$ cat config.mk
export PLATFORM = sky130hd
export DESIGN_NAME = sum_accumulator
export DESIGN_NICKNAME = d
export VERILOG_FILES = /design/src/rtl/sum_accumulator.sv
export SDC_FILE = /design/constraint.sdc
export NUM_CORES = 1
export LEC_CHECK = 0
export BUFFER_PORTS_ARGS = -buffer_cell sky130_fd_sc_hd__buf_2
export CAP_MARGIN = 10
export CORE_MARGIN = 2
export CORE_UTILIZATION = 56
export DETAILED_ROUTE_END_ITERATION = 12
export PLACE_DENSITY = 0.84
export SLEW_MARGIN = 10
export SYNTH_ARGS = -nofsm -noshare
export SYNTH_HDL_FRONTEND = slang
export SYNTH_SLANG_ARGS = --single-unit
$ cat constraint.sdc
create_clock -name clk -period 3.4 [get_ports clk]
set_clock_uncertainty 0.15 [all_clocks]
set_input_delay 0.17 -clock clk [delete_from_list [all_inputs] [get_ports clk]]
set_output_delay 0.17 -clock clk [all_outputs]
set_load 0.01 [all_outputs]
$ cat src/rtl/sum_accumulator.sv
// Windowed saturating accumulator: sums up to COUNT accepted samples (or fewer on flush)
// and holds the total on a valid/ready output until the consumer takes it.
module sum_accumulator #(
    parameter int WIDTH     = 8,
    parameter int ACC_WIDTH = 16,
    parameter int COUNT     = 4
) (
    input  logic                 clk,
    input  logic                 rst,
    input  logic                 in_valid,
    output logic                 in_ready,
    input  logic [WIDTH-1:0]     in_data,
    input  logic                 flush,
    output logic                 out_valid,
    input  logic                 out_ready,
    output logic [ACC_WIDTH-1:0] out_data,
    output logic [7:0]           out_count,
    output logic                 out_overflow
);

    typedef enum logic {ACCUM, HOLD} state_t;

    localparam logic [ACC_WIDTH-1:0] ACC_MAX = '1;
    localparam logic [7:0]           LAST    = 8'(COUNT - 1);

    state_t                 state_q, state_d;
    logic [ACC_WIDTH-1:0]   acc_q, acc_d;
    logic [7:0]             cnt_q, cnt_d;
    logic                   ovf_q, ovf_d;
    logic                   out_valid_q, out_valid_d;
    logic [ACC_WIDTH-1:0]   out_data_q, out_data_d;
    logic [7:0]             out_count_q, out_count_d;
    logic                   out_overflow_q, out_overflow_d;

    logic                   accept;
    logic                   close;
    logic [ACC_WIDTH:0]     sum;
    logic [ACC_WIDTH-1:0]   acc_inc;
    logic [7:0]             cnt_inc;
    logic                   ovf_inc;

    assign in_ready = (state_q == ACCUM) && !rst;
    assign accept   = in_valid && in_ready;

    // Window totals including this cycle's sample; one extra bit exposes the carry for clamping.
    always_comb begin
        sum     = {1'b0, acc_q} + (ACC_WIDTH + 1)'(in_data);
        acc_inc = acc_q;
        cnt_inc = cnt_q;
        ovf_inc = ovf_q;
        if (accept) begin
            acc_inc = sum[ACC_WIDTH] ? ACC_MAX : sum[ACC_WIDTH-1:0];
            cnt_inc = cnt_q + 8'd1;
            ovf_inc = ovf_q | sum[ACC_WIDTH];
        end
        close = (state_q == ACCUM) &&
                ((accept && (cnt_q == LAST)) || (flush && (cnt_inc != 8'd0)));
    end

    // NOTE: sequential state uses non-blocking assignments so every register samples pre-edge values.
    always_ff @(posedge clk) begin
        if (rst) begin
            state_q        <= ACCUM;
            acc_q          <= '0;
            cnt_q          <= '0;
            ovf_q          <= 1'b0;
            out_valid_q    <= 1'b0;
            out_data_q     <= '0;
            out_count_q    <= '0;
            out_overflow_q <= 1'b0;
        end else begin
            state_q        <= state_d;
            acc_q          <= acc_d;
            cnt_q          <= cnt_d;
            ovf_q          <= ovf_d;
            out_valid_q    <= out_valid_d;
            out_data_q     <= out_data_d;
            out_count_q    <= out_count_d;
            out_overflow_q <= out_overflow_d;
        end
    end

    // NOTE: every combinational output gets a default first, so no latch can be inferred.
    always_comb begin
        state_d = state_q;
        unique case (state_q)
            ACCUM: if (close)     state_d = HOLD;
            HOLD:  if (out_ready) state_d = ACCUM;
            default:              state_d = ACCUM;
        endcase
    end

    always_comb begin
        acc_d          = acc_inc;
        cnt_d          = cnt_inc;
        ovf_d          = ovf_inc;
        out_valid_d    = out_valid_q;
        out_data_d     = out_data_q;
        out_count_d    = out_count_q;
        out_overflow_d = out_overflow_q;
        if (close) begin
            out_valid_d    = 1'b1;
            out_data_d     = acc_inc;
            out_count_d    = cnt_inc;
            out_overflow_d = ovf_inc;
            acc_d          = '0;
            cnt_d          = '0;
            ovf_d          = 1'b0;
        end else if ((state_q == HOLD) && out_ready) begin
            out_valid_d    = 1'b0;
        end
    end

    assign out_valid    = out_valid_q;
    assign out_data     = out_data_q;
    assign out_count    = out_count_q;
    assign out_overflow = out_overflow_q;

endmodule
### Word level (Yosys, flattened, before mapping)

Index checks and enable logic that the tools add are counted.

* register bits: 52
* output and inout port bits: 27
* logic and storage cells: 33

* add/subtract/negate cells: 2
* equal/unequal tests: 1
* mux-type cells: 9
* bitwise logic cells: 2
* reductions and logical operators: 11

Operators with widths (number)
* two-way mux 16 bit: 2
* adder 16 x 8 -> 17 bit: 1
* adder 8 x 1 -> 8 bit (second input constant): 1
* equality test 8 x 2 -> 1 bit (second input constant): 1
* two-way mux 8 bit: 1
* nonzero test 8 bit: 1
* logical AND 1 bit: 6
* two-way mux 1 bit: 5
* case mux 1 bit (2 select lines): 1
* nonzero test 2 bit: 1
* OR reduction 2 bit: 1
* zero test 1 bit: 1
* logical OR 1 bit: 1
* inverter 1 bit: 1
* OR 1 bit: 1

### Logic depth before layout (Yosys ltp)

Gate-level depths: netlist (run 1).

* depth in word-level cells: 10
* mapped depth: 8
* depth with buffers taken out: 7

### Worst setup path after synthesis (run 1)

No wires, ideal clock.

* path kind: flip-flop to flip-flop
* start: register cnt_q[1]
* end: register out_count_q[2], in the netlist out_count[2]
* arrival time: 2.147 ns
* required time: 3.132 ns
* slack: 0.985 ns
* cell stages (with the launch flop): 9
* cells stage by stage: dfxtp_1 > ha_1 > nor4bb_1 > clkbuf_1 > and3_1 > a31oi_4 > o41ai_4 > buf_6 > o2bb2ai_1

* longest elaborated chain between the ends: 6
* elaborated cells between the ends (all ways): 8

Ends and longest elaborated chain
* start: declaration: RTL line 28 `logic [7:0] cnt_q, cnt_d;`
* start signal: assignment: RTL line 74 `cnt_q <= cnt_d;`
* adder 8 x 1 -> 8 bit: RTL line 53 `cnt_inc = cnt_q + 8'd1;`
* two-way mux 8 bit: RTL line 51 `if (accept) begin`
* nonzero test 8 bit: RTL line 57 `((accept && (cnt_q == LAST)) || (flush && (cnt_inc != 8'd0)));`
* logical AND 1 bit: RTL line 57
* logical OR 1 bit: RTL line 57
* logical AND 1 bit: RTL line 56 `close = (state_q == ACCUM) &&`
* end signal: assignment: RTL line 78 `out_count_q <= out_count_d;`
* end: declaration: RTL line 32 `logic [7:0] out_count_q, out_count_d;`

Parallel ways exist; a longest one is shown, timed or not.
A chain may end at the register's enable or synchronous reset.

### Worst setup path after layout (run 1)

* start: input port rst
* end: register state_q

* longest elaborated chain between the ends: 10
* elaborated cells between the ends (all ways): 11

Ends and longest elaborated chain
* start: declaration: RTL line 9 `input logic rst,`
* zero test 1 bit: RTL line 42 `assign in_ready = (state_q == ACCUM) && !rst;`
* logical AND 1 bit: RTL line 42
* logical AND 1 bit: RTL line 43 `assign accept = in_valid && in_ready;`
* two-way mux 8 bit: RTL line 51
* nonzero test 8 bit: RTL line 57
* logical AND 1 bit: RTL line 57
* logical OR 1 bit: RTL line 57
* logical AND 1 bit: RTL line 56
* two-way mux 1 bit: RTL line 87 `ACCUM: if (close) state_d = HOLD;`
* case mux 1 bit (2 select lines): RTL line 86 `unique case (state_q)`
* end signal: assignment: RTL line 72 `state_q <= state_d;`
* end: declaration: RTL line 26 `state_t state_q, state_d;`

Parallel ways exist; a longest one is shown, timed or not.

==> flow_metrics.py, run 1 <==
metrics = {
    "sta": {
        "slew_violations": 0,
        "report.final.hold_viol_count": 0,
        "worst_slew_pin_slew_ps": 723,
        "whs_ps": 59.1,
        "fin_crit_sh": 0.921,
        "max_freq_mhz": 319,
        "rsz0062_at_grt": "no",
        "fin_setup_tns_ps": 0,
        "setup_viol": 0,
        "period_needed_ps": 3130,
        "max_slew_margin": 0.516,
    },
    "logic_synthesis": {
        "yosys_warnings": 0,
        "synth_area_leaders": "dfxtp_1 (40%), o2bb2ai_1 (5.7%), nor2_1 (4.6%)",
        "synth-simple-area-share": 0.184,
        "synth_largest_area_cell": "dfxtp_1",
        "synth_top_area_frac": 0.396,
        "synthArstFlopShare": 0,
        "yosys.area_share.adder": 0.0504,
        "synth_edf_count": 0,
        "synth_most_common_cell": "dfxtp_1",
        "synth_cells": 267,
        "syn-num-nets": 290,
        "syn_area_per_cell_um2": 9.85,
        "synth_mux_area_frac": 0.0266,
        "synth_compound_area_frac": 0.264,
        "synth_flop_cell": "dfxtp_1",
        "yosysUniqueCellTypes": 57,
        "syn_area_um2": 2630,
        "synthXorXnorAreaFrac": 0.0428,
        "synth-seq-cells": 52,
        "yosysSeqAreaShare": 0.396,
        "synth_top_family_by_area": "compound AO/OA/AOI/OAI gates",
        "synthTopCellsByCount": "dfxtp_1 (52), nor2_1 (32), o2bb2ai_1 (17)",
    },
    "setup_path": {
        "r2r_slack_ps": 370,
        "cp-end-kind": "flip-flop",
        "r2r-end": "state_q",
        "crit_path_start_kind": "primary input",
        "critPathMaxFanout": 12,
        "reg2regPathDepth": 8,
        "critPathRequiredTime_ps": 3460,
        "reg2reg_from": "cnt_q[1]",
        "arrival_ps": 3190,
        "critPathKind": "in -> reg",
    },
    "clock_tree": {
        "clk_pin_slew_ps": 90,
        "cts_tree": "done",
        "cts.htree.levels": 2,
        "clockBufferDepth": 2,
        "root_buffer": "clkbuf_8",
        "clk_latency_ps": 320,
        "cts_buffers": 5,
        "clock-sinks": 52,
    },
    "power": {
        "power_density_nw_per_um2": 468,
        "leakage_nw": 1.26,
        "ir_drop_v": 0.000259,
    },
    "placed_design": {
        "place_congestion": 0.906,
        "dpl_cell_area_um2": 2850,
        "port_buffers": 39,
        "hpwl_um": 4040,
    },
    "finish": {
        "seqCellArea_um2": 1040,
        "multiInputGateArea_um2": 1500,
        "drive_gt1_frac": 0.200,
        "num-fill-cells": 370,
        "stdcell_area_um2": 2970,
        "num_antenna_cells": 0,
        "syn2layout_area_growth_pct": 12.8,
        "final_nets": 333,
    },
    "drt": {
        "wl_um": 5500,
        "wl_per_cell_um": 15.2,
        "ant_nets": 0,
        "num_vias": 2195,
        "remaining_drc_errors": 0,
        "dr.pass1.iters": 4,
        "dr.first_iter.drc_count": 121,
        "via_per_inst": 6.06,
    },
    "worst_hold_path": {
        "holdPathEnd": "out_valid",
        "min_path_cells": 3,
        "min_from": "flush",
        "hold_class": "in -> reg",
    },
    "die": {
        "dieArea_um2": 5260,
        "start_util": 0.592,
        "core_um2": 4440,
        "die_w_um": 72.5,
        "fp.dieH_um": 72.5,
        "io-pin-count": 40,
        "rows": 24,
    },
    "global_route": {
        "grt_max_degree": 22,
        "grt_pass1_wl_um": 9530,
        "grt_overflow_total": 0,
        "grt_pass1_vias": 2149,
        "antenna_found_initial": 0,
        "grt_use_total": 0.228,
    },
    "flow_run": {
        "drv_cap": 0,
    },
    "run_status": {
        "status": "finished clean",
    },
}
==> through the flow <==
stage	util	cells	setup slack [ps]	power, mW
4_1_cts	0.668	362	297	1.39
2_1_floorplan	-	267	985	0.956
3_5_place_dp	0.642	352	595	1.04
3_3_place_gp	0.642	352	683	1.02
5_1_grt	0.668	362	101	1.46
6_report	0.668	362	267	1.39
==> cells by family (layout without fill, tap and decap cells) <==
group / after synthesis / after routing
flip-flops: 52 / 52
XOR/XNOR: 12 / 12
AND/OR/NAND/NOR: 90 / 90
buffers and inverters: 16 / 59
adder cells (fa/ha/maj): 10 / 10
AO/OA/AOI/OAI: 80 / 80
multiplexers: 7 / 7
==> routing by layer <==
metal	vias up	global-route usage	part of all wire
met1	1028	0.300	0.50
met4	0	0.0782	0.016
met3	8	0.0583	0.047
li1	1106	-	-
met5	-	0	0
met2	53	0.363	0.44
==> area by class of cell <==
type,count,area share
multi-input cells,199,0.504
flip-flops and latches,52,0.351
repair buffers,47,0.0885
clock buffers,5,0.0232
well taps,52,0.0219
inverters,5,0.00632
clock inverters,2,0.00548
==> power breakdown <==
| part | switching [mW] | total, mW | internal, mW |
|---|---|---|---|
| clock | 0.212 | 0.356 | 0.144 |
| combinational | 0.218 | 0.358 | 0.140 |
| sequential | 0.0273 | 0.674 | 0.646 |
| total | 0.457 | 1.39 | 0.931 |
==> critical path: stages <==
cell and delay, ps:
dlygate4sd3_1 530, buf_2 160, or3b_4 500, nor4_4 340
xor2_2 200, o41ai_1 560, a221oi_1 140, dlygate4sd3_1 590
==> cell usage in the layout (no fill, tap or decap), drive strengths merged, types with 3 or more instances in the layout <==
cell         count
a31oi            8
buf             44
nand3            6
mux2i            7
ha               9
nand2            9
and2             7
nand4            7
o41ai            3
inv              6
and3             7
dlygate4sd3      3
o21ai            6
a22o             6
clkbuf           5
xor2             6
xnor2            6
dfxtp           52
o31ai            3
a21oi            9
nor3             4
nor2b            3
nor4             3
o211ai           5
nor2            32
o2bb2ai         20
==> what timing repair did <==
action                                  CTS  global route
gates resized for setup                   0             0
hold endpoints to repair                  2             0
buffers inserted                          0             0
endpoints found under the setup margin    0             0
hold buffers                              3             0
==> registers in the layout (all words and copies together), names as in the netlist <==
signal / cells
out_overflow: 1
cnt_q: 8
out_data: 16
state_q: 1
ovf_q: 1
out_count: 8
acc_q: 16
out_valid: 1
==> worst max-delay path by stage <==
stage | from | to | slack, ps | cells after the start
floorplan | cnt_q[1] | out_count[2] | 990 | 8
global placement | state_q | out_count[5] | 680 | 6
detailed placement | state_q | out_data[12] | 590 | 6
CTS | rst | state_q | 300 | 8
global route | rst | state_q | 100 | 8
finish | rst | state_q | 270 | 8
No activity file was read; power rests on OpenSTA's default activity.
==> run 2: changes to the inputs <==
- CELL_PAD_IN_SITES_DETAIL_PLACEMENT: unset -> 1
- CELL_PAD_IN_SITES_GLOBAL_PLACEMENT: unset -> 1
- CORE_UTILIZATION: 56 -> 43
- PLACE_DENSITY: 0.84 -> 0.83
- SLEW_MARGIN: 10 -> 20
==> flow_metrics.py, run 2 (synthesized netlist as in run 1, its figures left out) <==
metrics = {
    "sta": {
        "report.final.hold_viol_count": 0,
        "period_needed_ps": 3250,
        "fin_setup_tns_ps": 0,
        "worst_slew_pin_slew_ps": 741,
        "fin_crit_sh": 0.957,
        "max_slew_margin": 0.504,
        "setup_viol": 0,
        "max_freq_mhz": 307,
        "slew_violations": 0,
        "rsz0062_at_grt": "no",
    },
    "global_route": {
        "grt_max_degree": 22,
        "grt_pass1_vias": 2197,
        "grt_use_total": 0.202,
        "grt_overflow_total": 0,
        "antenna_found_initial": 0,
        "grt_pass1_wl_um": 10600,
    },
    "drt": {
        "remaining_drc_errors": 0,
        "wl_per_cell_um": 16.9,
        "dr.pass1.iters": 4,
        "dr.first_iter.drc_count": 81,
        "via_per_inst": 5.88,
        "num_vias": 2277,
        "wl_um": 6540,
        "ant_nets": 0,
    },
    "power": {
        "power_density_nw_per_um2": 493,
        "ir_drop_v": 0.000225,
        "leakage_nw": 1.29,
    },
    "setup_path": {
        "worstPathCellList": "dlygate4sd3_1, buf_2, or3b_4, nor4_4, xor2_2, o41ai_1, a221oi_1, dlygate4sd3_1",
        "critPathRequiredTime_ps": 3460,
        "critical_path.top_delay_family": "buffers and inverters",
        "arrival_ps": 3310,
        "critPathMaxFanout": 12,
        "cpMostUsedCell": "dlygate4sd3_1",
        "crit_buf_inv": 3,
        "crit_path_start_kind": "primary input",
        "critical-path-max-stage-delay_ps": 620,
        "reg2regPathDepth": 8,
        "reg2reg_from": "cnt_q[1]",
        "r2r-end": "state_q",
        "cp-end-kind": "flip-flop",
        "critPathKind": "in -> reg",
        "r2r_slack_ps": 320,
        "crit_slowest_cell": "o41ai_1",
    },
    "clock_tree": {
        "ctsResizeCount": 0,
        "cts.htree.levels": 2,
        "root_buffer": "clkbuf_8",
        "clk_latency_ps": 310,
        "clock-sinks": 52,
        "cts_tree": "done",
        "cts_buffers": 5,
        "clockBufferDepth": 2,
        "clk_pin_slew_ps": 100,
    },
    "finish": {
        "drive_gt1_frac": 0.205,
        "mostFrequentLayoutCells": "dfxtp_1 (52), buf_2 (39), nor2_1 (32), o2bb2ai_1 (17)",
        "final_common_cell": "dfxtp_1",
        "stdcell_area_um2": 3040,
        "syn2layout_area_growth_pct": 15.5,
        "fin_cells": 387,
        "num_antenna_cells": 0,
        "final_nets": 334,
    },
    "placed_design": {
        "port_buffers": 39,
        "place_congestion": 0.831,
        "place_inst": 376,
        "dpl_cell_area_um2": 2890,
        "hpwl_um": 4830,
    },
    "worst_hold_path": {
        "min_path_cells": 3,
        "hold_class": "in -> reg",
        "min_from": "flush",
        "holdPathEnd": "out_valid",
    },
    "flow_run": {
        "drv_cap": 0,
    },
    "die": {
        "fp.dieH_um": 82.2,
        "dieArea_um2": 6760,
        "io-pin-count": 40,
        "die_w_um": 82.2,
        "core_um2": 5920,
        "rows": 28,
        "start_util": 0.444,
    },
    "run_status": {
        "status": "finished clean",
    },
}
-- run 2: cell count changes in the layout (fill, tap and decap cells not counted) --
cell | previous run | this run
bufinv_16 | 0 | 1
buf_4 | 5 | 6
clkinvlp_4 | 1 | 0
inv_8 | 0 | 1
-- run 2: routing by layer --
layer	track usage	vias to the layer above	routed length, µm
li1	-	1113	-
met2	0.331	51	3050
met4	0.0483	0	56
met5	0	-	0
met3	0.0435	5	267
met1	0.272	1108	3170
-- run 2: worst max-delay path by stage --
stage | depth (start not counted) | slack, ps | end | start
2_1_floorplan | 8 | 990 | out_count[2] | cnt_q[1]
3_3_place_gp | 8 | 860 | out_data[15] | cnt_q[1]
3_5_place_dp | 8 | 770 | out_data[15] | cnt_q[0]
4_1_cts | 8 | 130 | state_q | rst
5_1_grt | 8 | 20 | state_q | rst
6_report | 8 | 150 | state_q | rst
-- run 2: cell type report --
cell class	instances	area (µm²)
clock buffer	5	68.8
multi-input combinational	199	1500
tap	75	93.8
inverter	5	18.8
fill	691	2880
sequential	52	1040
timing repair buffer	48	270
clock inverter	3	50.0
-- run 2: repair_timing --
action	CTS	global route
setup buffers	0	0
hold buffers	3	0
endpoints found under the hold margin	2	0
-- run 2: where the power goes --
part           switching, mW  internal [mW]
registers             0.0283          0.647
clock network          0.227          0.227
logic                  0.226          0.144
total                  0.481           1.02
-- run 2: metrics by stage --
step           power [mW]  hold slack, ps   util  setup WS (ps)
2_1_floorplan       0.956            98.7      -            985
3_3_place_gp         1.03             239  0.488            865
3_5_place_dp         1.05             249  0.488            769
4_1_cts              1.51            78.5  0.513            132
5_1_grt              1.58             102  0.513           17.8
6_report             1.50            82.2  0.513            146
-- run 2: worst register-to-register path, stage by stage (launching register included) --
cell,delay [ps]
dfxtp_1,450
ha_1,230
nor4bb_1,280
buf_4,210
nor3_1,60
a31oi_1,580
o41ai_1,250
a221oi_1,260
dlygate4sd3_1,580
